$ cat config.mk
export PLATFORM = sky130hd
export DESIGN_NAME = fsa_edge_tracker_flat
export DESIGN_NICKNAME = d
export VERILOG_FILES = /design/src/rtl/fsa_edge_tracker_if.sv /design/src/rtl/fsa_edge_tracker.sv /design/src/flat_wrapper.sv
export SDC_FILE = /design/constraint.sdc
export NUM_CORES = 1
export LEC_CHECK = 0
export ABC_CLOCK_PERIOD_IN_PS = 8850
export BUFFER_PORTS_ARGS = -buffer_cell sky130_fd_sc_hd__buf_2
export CAP_MARGIN = 20
export CORE_AREA = 10 10 147 149
export CTS_CLUSTER_DIAMETER = 30
export DETAILED_ROUTE_END_ITERATION = 7
export DIE_AREA = 0 0 157 159
export GPL_TIMING_DRIVEN = 0
export SLEW_MARGIN = 20
export SYNTH_ARGS = -nofsm -noshare
export SYNTH_HDL_FRONTEND = slang
export SYNTH_SLANG_ARGS = --single-unit
$ cat constraint.sdc
create_clock -name clk -period 8.85 [get_ports clk]
set_clock_uncertainty 0.15 [all_clocks]
set_input_delay 0.4425 -clock clk [delete_from_list [all_inputs] [get_ports clk]]
set_output_delay 0.4425 -clock clk [all_outputs]
set_load 0.02 [all_outputs]
$ cat src/rtl/fsa_edge_tracker_if.sv
// Frame-analysis result bus into the edge tracker and the tracked-position bus out of it.
interface fsa_edge_tracker_if #(
  parameter int unsigned C_IMG_WW = 12
);
  logic                ana_done;
  logic                lft_valid;
  logic [C_IMG_WW-1:0] lft_edge;
  logic                rt_valid;
  logic [C_IMG_WW-1:0] rt_edge;
  logic                lft_locked;
  logic [C_IMG_WW-1:0] lft_pos;
  logic                rt_locked;
  logic [C_IMG_WW-1:0] rt_pos;
  logic                gap_valid;
  logic [C_IMG_WW-1:0] gap;
  logic                upd;
  logic                timeout;

  // Producer of frame results / consumer of tracked positions.
  modport master (
    output ana_done, lft_valid, lft_edge, rt_valid, rt_edge,
    input  lft_locked, lft_pos, rt_locked, rt_pos, gap_valid, gap, upd, timeout
  );

  // The tracker itself.
  modport slave (
    input  ana_done, lft_valid, lft_edge, rt_valid, rt_edge,
    output lft_locked, lft_pos, rt_locked, rt_pos, gap_valid, gap, upd, timeout
  );
endinterface

$ cat src/rtl/fsa_edge_tracker.sv
// Two independent edge trackers (left/right) that lock onto an edge once it has
// stayed within a tolerance over several consecutive frames, plus a gap output
// and a frame-arrival watchdog.
module fsa_edge_tracker #(
  parameter int unsigned C_IMG_WW     = 12,
  parameter int unsigned C_TOL        = 2,
  parameter int unsigned C_STABLE_NUM = 3,
  parameter int unsigned C_TIMEOUT    = 1000000
) (
  input logic               clk,
  input logic               reset,
  fsa_edge_tracker_if.slave bus
);

  localparam int unsigned DW        = C_IMG_WW + 1;
  localparam logic [23:0] TmoLast   = 24'(C_TIMEOUT - 1);
  localparam logic [3:0]  StableNum = 4'(C_STABLE_NUM);

  typedef enum logic [1:0] {
    StIdle   = 2'd0,
    StTrack  = 2'd1,
    StLocked = 2'd2
  } trk_state_e;

  // Index 0 = left side, index 1 = right side.
  logic [1:0]          valid;
  logic [C_IMG_WW-1:0] edge_in [2];
  logic [DW-1:0]       diff    [2];
  logic [1:0]          agree;

  trk_state_e          state_q [2];
  trk_state_e          state_d [2];
  logic [C_IMG_WW-1:0] ref_q   [2];
  logic [C_IMG_WW-1:0] ref_d   [2];
  logic [3:0]          cnt_q   [2];
  logic [3:0]          cnt_d   [2];
  logic [C_IMG_WW-1:0] pos_q   [2];
  logic [C_IMG_WW-1:0] pos_d   [2];

  logic [23:0]         tmo_cnt_q, tmo_cnt_d;
  logic                tmo_fire;
  logic                timeout_q;
  logic                upd_q;
  logic                gap_valid_q, gap_valid_d;
  logic [C_IMG_WW-1:0] gap_q, gap_d;

  assign valid      = {bus.rt_valid, bus.lft_valid};
  assign edge_in[0] = bus.lft_edge;
  assign edge_in[1] = bus.rt_edge;

  // Unsigned distance between the new edge and the reference, one bit wider so it never wraps.
  always_comb begin
    for (int s = 0; s < 2; s++) begin
      if (edge_in[s] >= ref_q[s]) begin
        diff[s] = {1'b0, edge_in[s]} - {1'b0, ref_q[s]};
      end else begin
        diff[s] = {1'b0, ref_q[s]} - {1'b0, edge_in[s]};
      end
      agree[s] = (diff[s] <= DW'(C_TOL));
    end
  end

  // Watchdog: cycles since the last frame, saturating; fires once at the terminal count.
  always_comb begin
    tmo_fire = !bus.ana_done && (tmo_cnt_q == TmoLast);
    if (bus.ana_done) begin
      tmo_cnt_d = '0;
    end else if (tmo_cnt_q == 24'hFF_FFFF) begin
      tmo_cnt_d = tmo_cnt_q;
    end else begin
      tmo_cnt_d = tmo_cnt_q + 24'd1;
    end
  end

  // Per-side tracker next state; a frame beats a coincident watchdog expiry.
  always_comb begin
    for (int s = 0; s < 2; s++) begin
      state_d[s] = state_q[s];
      ref_d[s]   = ref_q[s];
      cnt_d[s]   = cnt_q[s];
      pos_d[s]   = pos_q[s];
      if (bus.ana_done) begin
        unique case (state_q[s])
          StIdle: begin
            if (valid[s]) begin
              ref_d[s] = edge_in[s];
              cnt_d[s] = 4'd1;
              if (StableNum == 4'd1) begin
                state_d[s] = StLocked;
                pos_d[s]   = edge_in[s];
              end else begin
                state_d[s] = StTrack;
              end
            end
          end
          StTrack: begin
            if (!valid[s]) begin
              state_d[s] = StIdle;
              cnt_d[s]   = 4'd0;
            end else if (agree[s]) begin
              ref_d[s] = edge_in[s];
              cnt_d[s] = cnt_q[s] + 4'd1;
              if (cnt_q[s] + 4'd1 == StableNum) begin
                state_d[s] = StLocked;
                pos_d[s]   = edge_in[s];
              end
            end else begin
              ref_d[s] = edge_in[s];
              cnt_d[s] = 4'd1;
            end
          end
          StLocked: begin
            if (!valid[s]) begin
              state_d[s] = StIdle;
              cnt_d[s]   = 4'd0;
            end else if (agree[s]) begin
              ref_d[s] = edge_in[s];
              pos_d[s] = edge_in[s];
            end else begin
              state_d[s] = StTrack;
              ref_d[s]   = edge_in[s];
              cnt_d[s]   = 4'd1;
            end
          end
          default: begin
            state_d[s] = StIdle;
            cnt_d[s]   = 4'd0;
          end
        endcase
      end else if (tmo_fire) begin
        state_d[s] = StIdle;
        cnt_d[s]   = 4'd0;
      end
    end
  end

  // Gap from next-state values so it lands together with the refreshed positions.
  always_comb begin
    gap_valid_d = (state_d[0] == StLocked) && (state_d[1] == StLocked) &&
                  (pos_d[1] >= pos_d[0]);
    gap_d       = gap_valid_d ? (pos_d[1] - pos_d[0]) : '0;
  end

  // Tracker state registers.
  always_ff @(posedge clk or posedge reset) begin
    if (reset) begin
      for (int s = 0; s < 2; s++) begin
        state_q[s] <= StIdle;
        ref_q[s]   <= '0;
        cnt_q[s]   <= '0;
        pos_q[s]   <= '0;
      end
    end else begin
      for (int s = 0; s < 2; s++) begin
        state_q[s] <= state_d[s];
        ref_q[s]   <= ref_d[s];
        cnt_q[s]   <= cnt_d[s];
        pos_q[s]   <= pos_d[s];
      end
    end
  end

  // Watchdog counter, sticky timeout flag, update strobe and gap registers.
  always_ff @(posedge clk or posedge reset) begin
    if (reset) begin
      tmo_cnt_q   <= '0;
      timeout_q   <= 1'b0;
      upd_q       <= 1'b0;
      gap_valid_q <= 1'b0;
      gap_q       <= '0;
    end else begin
      tmo_cnt_q   <= tmo_cnt_d;
      upd_q       <= bus.ana_done;
      gap_valid_q <= gap_valid_d;
      gap_q       <= gap_d;
      if (bus.ana_done) begin
        timeout_q <= 1'b0;
      end else if (tmo_fire) begin
        timeout_q <= 1'b1;
      end
    end
  end

  assign bus.lft_locked = (state_q[0] == StLocked);
  assign bus.rt_locked  = (state_q[1] == StLocked);
  assign bus.lft_pos    = pos_q[0];
  assign bus.rt_pos     = pos_q[1];
  assign bus.gap_valid  = gap_valid_q;
  assign bus.gap        = gap_q;
  assign bus.upd        = upd_q;
  assign bus.timeout    = timeout_q;

endmodule

$ cat src/flat_wrapper.sv
// flat-port wrapper written by rule: the top's interface ports become plain ports
module fsa_edge_tracker_flat 
#(
  parameter int unsigned C_IMG_WW     = 12,
  parameter int unsigned C_TOL        = 2,
  parameter int unsigned C_STABLE_NUM = 3,
  parameter int unsigned C_TIMEOUT    = 1000000
)
  (clk, reset, bus_ana_done, bus_lft_valid, bus_lft_edge, bus_rt_valid, bus_rt_edge, bus_lft_locked, bus_lft_pos, bus_rt_locked, bus_rt_pos, bus_gap_valid, bus_gap, bus_upd, bus_timeout);
  fsa_edge_tracker_if #(.C_IMG_WW(C_IMG_WW)) bus_i ();
  input logic clk;
  input logic reset;
  input wire logic [$bits(bus_i.ana_done)-1:0] bus_ana_done;
  input wire logic [$bits(bus_i.lft_valid)-1:0] bus_lft_valid;
  input wire logic [$bits(bus_i.lft_edge)-1:0] bus_lft_edge;
  input wire logic [$bits(bus_i.rt_valid)-1:0] bus_rt_valid;
  input wire logic [$bits(bus_i.rt_edge)-1:0] bus_rt_edge;
  output wire logic [$bits(bus_i.lft_locked)-1:0] bus_lft_locked;
  output wire logic [$bits(bus_i.lft_pos)-1:0] bus_lft_pos;
  output wire logic [$bits(bus_i.rt_locked)-1:0] bus_rt_locked;
  output wire logic [$bits(bus_i.rt_pos)-1:0] bus_rt_pos;
  output wire logic [$bits(bus_i.gap_valid)-1:0] bus_gap_valid;
  output wire logic [$bits(bus_i.gap)-1:0] bus_gap;
  output wire logic [$bits(bus_i.upd)-1:0] bus_upd;
  output wire logic [$bits(bus_i.timeout)-1:0] bus_timeout;
  assign bus_i.ana_done = bus_ana_done;
  assign bus_i.lft_valid = bus_lft_valid;
  assign bus_i.lft_edge = bus_lft_edge;
  assign bus_i.rt_valid = bus_rt_valid;
  assign bus_i.rt_edge = bus_rt_edge;
  assign bus_lft_locked = bus_i.lft_locked;
  assign bus_lft_pos = bus_i.lft_pos;
  assign bus_rt_locked = bus_i.rt_locked;
  assign bus_rt_pos = bus_i.rt_pos;
  assign bus_gap_valid = bus_i.gap_valid;
  assign bus_gap = bus_i.gap;
  assign bus_upd = bus_i.upd;
  assign bus_timeout = bus_i.timeout;
  fsa_edge_tracker #(.C_IMG_WW(C_IMG_WW), .C_TOL(C_TOL), .C_STABLE_NUM(C_STABLE_NUM), .C_TIMEOUT(C_TIMEOUT)) u_core (.clk(clk), .reset(reset), .bus(bus_i));
endmodule
==> results.json, run 1 <==
{
  "outcome": "finished, final reports clean",
  "slew_headroom": 0.4612,
  "synth_fp_nets": 1098,
  "first_pass_iters": 6,
  "crit_path_start_kind": "register",
  "clock_sinks": 99,
  "fin_crit_ns": 6.956,
  "seq_area_frac_synth": 0.2990,
  "hp-class": "in -> reg",
  "highest_layer": "met4",
  "startpoint": "u_core.ref_q[12]",
  "final.fill_count": 1813,
  "area_delta_synth_final_pct": 11.87,
  "pin_count": 70,
  "ys_ff_latch": 99,
  "die_h_um": 159,
  "synth_area_um2": 8287,
  "rows": 50,
  "fin_nets": 1180,
  "critPathMaxStageDelay_ns": 0.50,
  "n_antenna_cell": 0,
  "route.met2.wl_mm": 11.08,
  "crit_path_end_kind": "register",
  "crit_end": "u_core.bus.gap[1]",
  "worstPathArrival_ns": 7.04,
  "path_clk_slew_ns": 0.07,
  "slowest_stage": "a211oi_1",
  "synth_enable_flop_cells": 0,
  "syn-instance-count": 991,
  "tightest_slew_ns": 0.8008,
  "post-route-period-util": 0.7860,
  "hold_viol_final": 0,
  "r2r_end": "u_core.bus.gap[1]",
  "die_w_um": 157,
  "wire_per_inst_um": 18.16,
  "design_power_total_mw": 1.553,
  "die_area_um2": 24960,
  "grt_first_pass_wirelength_mm": 38.74,
  "vias_per_cell": 5.852,
  "synthArstFlopShare": 1.000,
  "dp_hpwl_mm": 18.83,
  "r2r_cells": 25,
  "r2r_start": "u_core.ref_q[12]",
  "route.met3.wl_mm": 1.169,
  "grt_max_degree": 61,
  "gp_congestion": 0.9459,
  "rsz0062_at_grt": "no",
  "cts_root_buf": "clkbuf_16",
  "cts_buffers": 9,
  "core_um2": 18580,
  "reg2reg_slack_ns": 1.89,
  "clockBufferDepth": 2,
  "vias": 7678,
  "cap_viol_max_count": 0,
  "setup_tns_ns": 0,
  "gr-total-overflow": 0,
  "p_leak_nw": 4.374,
  "ir_drop_mv": 0.1358,
  "htreeDepth": 3,
  "drt_iter0_drc": 524,
  "grt_antenna_before_repair": 0,
  "ctsResizeCount": 0,
  "start_util": 0.4460,
  "drc": 0,
  "critPathRequiredTime_ns": 8.93,
  "wl_mm": 23.82,
  "syn_area_per_cell_um2": 8.362,
  "grt_use_total": 0.1889,
  "clk_latency_ns": 0.36,
  "port_buffers": 69,
  "drive_gt1_frac": 0.1197,
  "ys_warn_count": 0,
  "grt_pass1_vias": 7325,
  "power_density_nw_per_um2": 167.6,
  "ys.flop_type": "dfrtp_1",
  "cp_max_fo": 10,
  "wirelength_met1_mm": 11.14,
  "fmax_ghz": 0.1438,
  "ant_nets": 0,
  "setup_viol": 0,
  "cts_tree": "built",
  "criticalPathCategory": "reg -> reg",
  "cpMostUsedCell": "a21oi_1",
  "yosysUniqueCellTypes": 80,
  "timing.final.max_slew_violations": 0
}
## cell type report
type,instances,area (µm²),share of cell area
buffer,49,232.7,0.02510
multi-input combinational,755,5246,0.5659
timing repair buffer,71,382.9,0.04130
tap,234,292.8,0.03158
inverter,88,335.3,0.03617
sequential,99,2477,0.2672
clock inverter,6,63.81,0.006884
clock buffer,10,239.0,0.02578
## metal layers
metal  vias up  global-route usage
li1       3760                   -
met1      3684              0.2599
met2       204              0.2994
met3        30             0.02779
met4         0             0.05365
met5         -                   0
## cells by family after synthesis
group           Yosys count  synth area share
compound gates          291            0.2452
buf+inv                 137           0.06795
xor+xnor                 46           0.04862
fa+ha+maj                78            0.1223
mux                       7          0.008757
simple gates            333            0.2082
flops                    99            0.2990
## flip-flops by register name, summed over array words and instances (netlist names), named ones only
name                  flops
u_core.bus.timeout        1
u_core.bus.lft_pos       10
u_core.bus.gap           12
u_core.bus.rt_pos        12
u_core.tmo_cnt_q         24
u_core.bus.upd            1
u_core.bus.gap_valid      1
u_core.ref_q             24
u_core.cnt_q              8
u_core.state_q            4
## repair_timing
item / in CTS / in global routing
hold buffers: 1 / 0
endpoints found under the hold margin: 39 / 0
endpoints found under the setup margin: 0 / 0
setup buffers: 0 / 0
## stage by stage
stage	cell area (µm²)	setup WS (ns)	util	hold slack, ns	std cells
CTS	9270	1.975	0.4989	0.1643	1312
global route	9270	1.342	0.4989	0.1691	1312
detailed placement	8957	1.767	0.4821	0.3239	1295
finish	9270	1.894	0.4989	0.1732	1312
global placement	8925	1.748	0.4803	0.3254	1294
floorplan	8287	3.246	-	0.3239	991
## critical path: cells and delay by family (launching register included)
kind,cells,cell delay [ns]
AO/OA/AOI/OAI,11,2.64
XOR/XNOR,1,0.18
adder cells (fa/ha/maj),3,0.93
buffers and inverters,4,0.68
flip-flops,1,0.40
AND/OR/NAND/NOR,6,1.84
## Yosys cell counts, drive strengths merged (6+ instances only)
cell type	count	area, µm²
and3	13	81.33
o21a	12	90.09
nor2b	9	56.30
a2111oi	7	98.84
buf	24	138.9
nor3	26	141.4
and2	8	52.55
o211ai	8	60.06
o2111ai	6	52.55
a21o	24	180.2
inv	88	330.3
and4	6	52.55
a32o	12	120.1
a31oi	6	37.54
xnor2	27	236.5
a22oi	12	90.09
o21ai	63	315.3
o21bai	7	52.55
a211oi	14	105.1
nand3	34	175.2
nand4	23	143.9
a21oi	58	294.0
nor2	74	277.8
nand2b	9	56.30
clkbuf	25	93.84
nand2	82	307.8
or3	11	73.82
dfrtp	99	2477
nor4	8	50.05
ha	73	913.4
a22o	11	96.34
nor4b	6	58.80
xor2	19	166.4
## report_power, final
group	leakage, nW	internal [mW]	switching, mW	total [mW]
Clock	0.145	0.227	0.188	0.415
Sequential	1.33	0.478	0.0278	0.505
Combinational	2.90	0.245	0.388	0.633
## cell usage in the layout, fill, tap and decap left out, types with 13 or more instances in the layout
cell type,instances
a211oi_1,14
xor2_1,19
a21oi_1,57
nand2_1,82
o21ai_0,61
xnor2_1,27
a21o_1,24
dfrtp_1,99
nor3_1,25
inv_1,86
and3_1,13
nand4_1,23
ha_1,73
buf_2,87
nand3_1,33
clkbuf_1,25
nor2_1,74
## worst min-delay path by stage
stage | startpoint | endpoint | slack [ns] | cells past startpoint
after floorplan | bus_ana_done | u_core.bus.upd | 0.32 | 0
after global placement | u_core.bus.timeout | u_core.bus.timeout | 0.33 | 2
after detailed placement | reset | u_core.ref_q[15] | 0.32 | 2
after CTS | bus_ana_done | u_core.bus.upd | 0.16 | 1
after global routing | bus_ana_done | u_core.bus.upd | 0.17 | 1
final | bus_ana_done | u_core.bus.upd | 0.17 | 1
Note: power is estimated with default switching activity, not from simulation.
==> run 2: changes to the inputs <==
--- a/config.mk
+++ b/config.mk
@@ -5,13 +5,14 @@
 export SDC_FILE = /design/constraint.sdc
 export NUM_CORES = 1
 export LEC_CHECK = 0
-export ABC_CLOCK_PERIOD_IN_PS = 8850
+export ABC_AREA = 1
+export ABC_CLOCK_PERIOD_IN_PS = 6500
 export BUFFER_PORTS_ARGS = -buffer_cell sky130_fd_sc_hd__buf_2
 export CAP_MARGIN = 20
-export CORE_AREA = 10 10 147 149
+export CORE_AREA = 10 10 152 154
 export CTS_CLUSTER_DIAMETER = 30
 export DETAILED_ROUTE_END_ITERATION = 7
-export DIE_AREA = 0 0 157 159
+export DIE_AREA = 0 0 162 164
 export GPL_TIMING_DRIVEN = 0
 export SLEW_MARGIN = 20
 export SYNTH_ARGS = -nofsm -noshare
==> constraint.sdc (replaced) <==
create_clock -name clk -period 6.5 [get_ports clk]
set_clock_uncertainty 0.15 [all_clocks]
set_input_delay 0.325 -clock clk [delete_from_list [all_inputs] [get_ports clk]]
set_output_delay 0.325 -clock clk [all_outputs]
set_load 0.02 [all_outputs]
==> results.json, run 2 <==
{
  "yosys-top-cells-area": "dfrtp_1, nand2_1, inv_1, ha_1, o21ai_0",
  "post-cts-setup-buffer-count": 0,
  "vias": 8435,
  "combPwrFrac": 0.528,
  "synth_top_area_cell": "dfrtp_1",
  "worst_slack_ns": 1.142,
  "fin_nets": 1529,
  "synth_common_cells": "nand2_1, inv_1, dfrtp_1",
  "synth_top_area_frac": 0.2775,
  "post-route-period-util": 0.8244,
  "ctsResizeCount": 0,
  "hold_viol_final": 0,
  "final_cell_mix": "nand2_1, inv_1, dfrtp_1, o21ai_0, a21oi_1",
  "syn_area_per_cell_um2": 6.652,
  "cts_tree": "built",
  "die_w_um": 162,
  "yosysMostFrequentCell": "nand2_1",
  "port_buffers": 67,
  "clk_latency_ns": 0.35,
  "clock_sinks": 99,
  "grt_antenna_before_repair": 0,
  "synth_area_um2": 8927,
  "slowest_stage": "fa_1",
  "rows": 52,
  "drc": 0,
  "power_density_nw_per_um2": 295.2,
  "first_pass_iters": 5,
  "critPathRequiredTime_ns": 6.58,
  "setup_viol": 0,
  "tightest_slew_ns": 0.6227,
  "holdWs_ns": 0.07090,
  "setup_tns_ns": 0,
  "die_h_um": 164,
  "ys_warn_count": 0,
  "area_delta_synth_final_pct": 11.45,
  "vias_per_cell": 4.976,
  "wire_per_inst_um": 14.17,
  "grt_use_total": 0.1792,
  "layout_commonest_cell": "nand2_1",
  "stdcell_area_um2": 9950,
  "reg.largest.list": "u_core.ref_q (24), u_core.tmo_cnt_q (24)",
  "cts_buffers": 9,
  "hp-class": "in -> reg",
  "clockBufferDepth": 2,
  "fin_util": 0.4965,
  "p_seq_frac": 0.275,
  "cts_root_buf": "clkbuf_16",
  "postCtsHoldBufs": 1,
  "cap_viol_max_count": 0,
  "crit_path_end_kind": "register",
  "swShare": 0.4616,
  "slew_headroom": 0.5849,
  "switchingPower_mw": 1.356,
  "yosysUniqueCellTypes": 49,
  "timing.final.max_slew_violations": 0,
  "pin_count": 70,
  "htreeDepth": 3,
  "drt_iter0_drc": 637,
  "fmax_ghz": 0.1866,
  "dp_hpwl_mm": 19.17,
  "gp_congestion": 0.8819,
  "path_clk_slew_ns": 0.07,
  "ys.flop_type": "dfrtp_1",
  "syn-instance-count": 1342,
  "ant_nets": 0,
  "place_area_um2": 9633,
  "grt_first_pass_wirelength_mm": 39.42,
  "p_clk_frac": 0.197,
  "crit_path_start_kind": "register",
  "grt_max_degree": 66,
  "synth_enable_flop_cells": 0,
  "die_area_um2": 26570,
  "drive_gt1_frac": 0.1116,
  "gr-total-overflow": 0,
  "cp_max_fo": 10,
  "worstPathArrival_ns": 5.44,
  "start_util": 0.4455,
  "fin_crit_ns": 5.358,
  "n_antenna_cell": 0,
  "seq_area_frac_synth": 0.2775,
  "p_int_mw": 1.582,
  "ir_drop_mv": 0.2230,
  "critPathMaxStageDelay_ns": 0.46,
  "pre_cts_ws_ns": 1.051,
  "rsz0062_at_grt": "no",
  "synth_fp_nets": 1449,
  "synthArstFlopShare": 1.000,
  "ys_ff_latch": 99,
  "outcome": "finished, final reports clean",
  "wl_mm": 24.02,
  "core_um2": 20040,
  "grt_pass1_vias": 8008,
  "p_leak_nw": 5.326,
  "criticalPathCategory": "reg -> reg"
}
==> run 2: power groups by stage <==
stage	clock network, mW	registers, mW	logic [mW]
6_report	0.580	0.807	1.55
5_1_grt	0.614	0.821	1.75
4_1_cts	0.598	0.805	1.55
3_5_place_dp	0	0.816	1.54
3_3_place_gp	0	0.815	1.53
2_1_floorplan	0	0.880	1.09
==> run 2: area by class of cell <==
cell class	count	area, µm²
plain buffers	27	143.9
well taps	270	337.8
fillers	2163	10090
clock inverters	4	77.57
clock buffers	10	229.0
repair buffers	69	372.9
multi-input cells	951	5311
flip-flops and latches	99	2477
inverters	265	999.7
==> run 2: path summary, 6_finish.rpt <==
kind                       cells past startpoint                  from  slack (ns)                     to
max                                           31      u_core.ref_q[12]        1.14      u_core.bus.gap[2]
max in group asynchronous                      4                 reset        5.20  u_core.bus.lft_pos[8]
min in group asynchronous                      3                 reset        0.36    u_core.tmo_cnt_q[6]
max reg2reg                                   31      u_core.ref_q[12]        1.14      u_core.bus.gap[2]
min                                            1          bus_ana_done        0.07         u_core.bus.upd
min reg2reg                                    1  u_core.tmo_cnt_q[18]        0.34   u_core.tmo_cnt_q[18]
==> run 2: kinds of logic after synthesis <==
logic type	count (synthesis)	synth area share
and+or+nand+nor	596	0.2973
buffers and inverters	292	0.1275
AOI/OAI and AO/OA	254	0.1610
DFF	99	0.2775
adders and majority gates	78	0.1135
xor gates and xnor gates	21	0.02060
muxes	2	0.002523
==> run 2: routing by layer <==
layer	vias up	GRT usage	wire (µm)
li1	4436	-	-
met3	22	0.02728	801
met2	132	0.2926	11030
met5	-	0	0
met4	0	0.03970	316
met1	3845	0.2448	11870
==> run 2: metrics by stage <==
step	instances	power, mW
finish	1695	2.937
global route	1695	3.184
CTS	1695	2.955
detailed placement	1680	2.357
global placement	1679	2.343
floorplan	1342	1.973
==> run 2: worst max-delay path, delay by kind of cell (launching register included) <==
family	cells	cell delay (ns)
adders and majority gates	4	1.13
and+or+nand+nor	15	1.63
AOI/OAI and AO/OA	5	0.98
DFF	1	0.40
xor gates and xnor gates	1	0.21
buffers and inverters	6	0.75
==> run 3: changes to the inputs <==
--- a/config.mk
+++ b/config.mk
@@ -6,7 +6,7 @@
 export NUM_CORES = 1
 export LEC_CHECK = 0
 export ABC_AREA = 1
-export ABC_CLOCK_PERIOD_IN_PS = 6500
+export ABC_CLOCK_PERIOD_IN_PS = 4700
 export BUFFER_PORTS_ARGS = -buffer_cell sky130_fd_sc_hd__buf_2
 export CAP_MARGIN = 20
 export CORE_AREA = 10 10 152 154
==> constraint.sdc (replaced) <==
create_clock -name clk -period 4.7 [get_ports clk]
set_clock_uncertainty 0.15 [all_clocks]
set_input_delay 0.235 -clock clk [delete_from_list [all_inputs] [get_ports clk]]
set_output_delay 0.235 -clock clk [all_outputs]
set_load 0.02 [all_outputs]
==> results.json, run 3 (synthesis results as in run 2) <==
{
  "outcome": "finished with violations",
  "violations": "negative setup slack",
  "critPathMaxStageDelay_ns": 0.39,
  "tightest_slew_ns": 0.6303,
  "vias_per_cell": 4.992,
  "grt_max_degree": 66,
  "cts_tree": "built",
  "path_buf_inv": 5,
  "r2r_end": "u_core.bus.gap[2]",
  "multiInputGateArea_um2": 5662,
  "hold_viol_final": 0,
  "final.fill_count": 2054,
  "gp_congestion": 0.8819,
  "core_um2": 20040,
  "grt_pass1_vias": 8262,
  "cts_buffers": 9,
  "path_clk_slew_ns": 0.07,
  "grt_use_total": 0.1844,
  "criticalPathCategory": "reg -> reg",
  "pin_count": 70,
  "reg2reg_slack_ns": -0.02,
  "ant_nets": 0,
  "setup_tns_ns": -0.06949,
  "min_from": "bus_rt_edge[6]",
  "drc": 0,
  "ir_drop_mv": 0.4522,
  "port_buffers": 67,
  "vias": 8726,
  "worst_slack_ns": -0.01620,
  "r2r_cells": 29,
  "final_cell_mix": "nand2_1, inv_1, dfrtp_1, o21ai_0, a21oi_1",
  "n_antenna_cell": 0,
  "drive_gt1_frac": 0.1840,
  "post-route-period-util": 1.003,
  "final_cells": 1748,
  "power_density_nw_per_um2": 427.8,
  "setup_viol": 7,
  "rsz0062_at_grt": "yes",
  "p_leak_nw": 5.651,
  "start_util": 0.4455,
  "die_w_um": 162,
  "min_path_cells": 3,
  "dp_hpwl_mm": 19.17,
  "clock_sinks": 99,
  "timing.final.max_slew_violations": 0,
  "area_delta_synth_final_pct": 20.70,
  "drt_iter0_drc": 599,
  "r2r_start": "u_core.ref_q[14]",
  "grt_antenna_before_repair": 0,
  "fmax_ghz": 0.2120,
  "clk_latency_ns": 0.35,
  "register_area_um2": 2477,
  "layout_commonest_cell": "nand2_1",
  "gr-total-overflow": 0,
  "die_area_um2": 26570,
  "first_pass_iters": 5,
  "cp_max_fo": 10,
  "hold-path-endpoint": "u_core.ref_q[6]",
  "crit_path_start_kind": "register",
  "reg.largest.list": "u_core.ref_q (24), u_core.tmo_cnt_q (24)",
  "wl_mm": 25.23,
  "fin_crit_ns": 4.716,
  "cap_viol_max_count": 0,
  "clockBufferDepth": 2,
  "critPathRequiredTime_ns": 4.78,
  "htreeDepth": 3,
  "die_h_um": 164,
  "hp-class": "in -> reg",
  "place_inst": 1680,
  "slew_headroom": 0.5798,
  "wire_per_inst_um": 14.43,
  "grt_first_pass_wirelength_mm": 40.63,
  "slowest_stage": "dfrtp_1",
  "crit_path_end_kind": "register",
  "rows": 52,
  "cts_root_buf": "clkbuf_16",
  "fin_nets": 1582,
  "cp_top_family": "simple AND/OR/NAND/NOR gates",
  "worstPathArrival_ns": 4.80
}
run 3: cell types whose count changed in the layout (fill, tap and decap cells not counted), sizes merged:
cell,previous run,this run
buf,80,133
clkbuf,25,24
dlygate4sd3,1,2
run 3: how the worst max path moves through the flow:
stage | start | cells after the start | to
2_1_floorplan | u_core.ref_q[12] | 33 | u_core.bus.gap[6]
3_3_place_gp | bus_lft_edge[0] | 31 | u_core.bus.gap[4]
3_5_place_dp | bus_lft_edge[0] | 31 | u_core.bus.gap[4]
4_1_cts | u_core.ref_q[0] | 29 | u_core.bus.gap[2]
5_1_grt | u_core.ref_q[0] | 32 | u_core.bus.gap[11]
6_report | u_core.ref_q[14] | 29 | u_core.bus.gap[2]
run 3: worst min-delay path, stage by stage:
cell and delay [ns]:
buf_2 0.13, inv_1 0.07, o21ai_0 0.08
run 3: routing by layer:
layer,global-route usage,wire (µm)
met4,0.03639,289
met3,0.02703,998
met1,0.2469,12160
met5,0,0
met2,0.3104,11780
run 3: cell type report:
class,count,share of cell area
Clock buffer,10,0.02125
Inverter,265,0.09278
Sequential cell,99,0.2299
Tap cell,270,0.03135
Clock inverter,4,0.007199
Multi-Input combinational cell,951,0.5254
Timing Repair Buffer,122,0.07466
Buffer,27,0.01742
run 3: through the flow:
step / setup WS [ns] / instance area, µm² / utilization / hold WS (ns) / total power [mW]
4_1_cts: -0.02202 / 10410 / 0.5194 / 0.05404 / 4.341
2_1_floorplan: 0.2750 / 8927 / - / 0.1164 / 2.729
6_report: -0.01620 / 10780 / 0.5377 / 0.06365 / 4.610
3_5_place_dp: -0.6586 / 9633 / 0.4807 / 0.09686 / 3.260
5_1_grt: -0.3111 / 10780 / 0.5377 / 0.08097 / 4.974
3_3_place_gp: -0.6343 / 9600 / 0.4791 / 0.3245 / 3.240
run 3: report_power, final:
group	internal [mW]	leakage (nW)	switching [mW]
Sequential	0.987	1.28	0.135
Combinational	1.06	4.22	1.62
Clock	0.464	0.149	0.341
run 3: timing repair:
action | 4_1_cts | 5_1_grt
hold endpoints to repair | 35 | 0
gates resized for setup | 55 | 43
pin swaps | 24 | 33
hold buffers | 2 | 0
setup endpoints to repair | 13 | 13
setup buffers | 30 | 21
cloned | 1 | 0
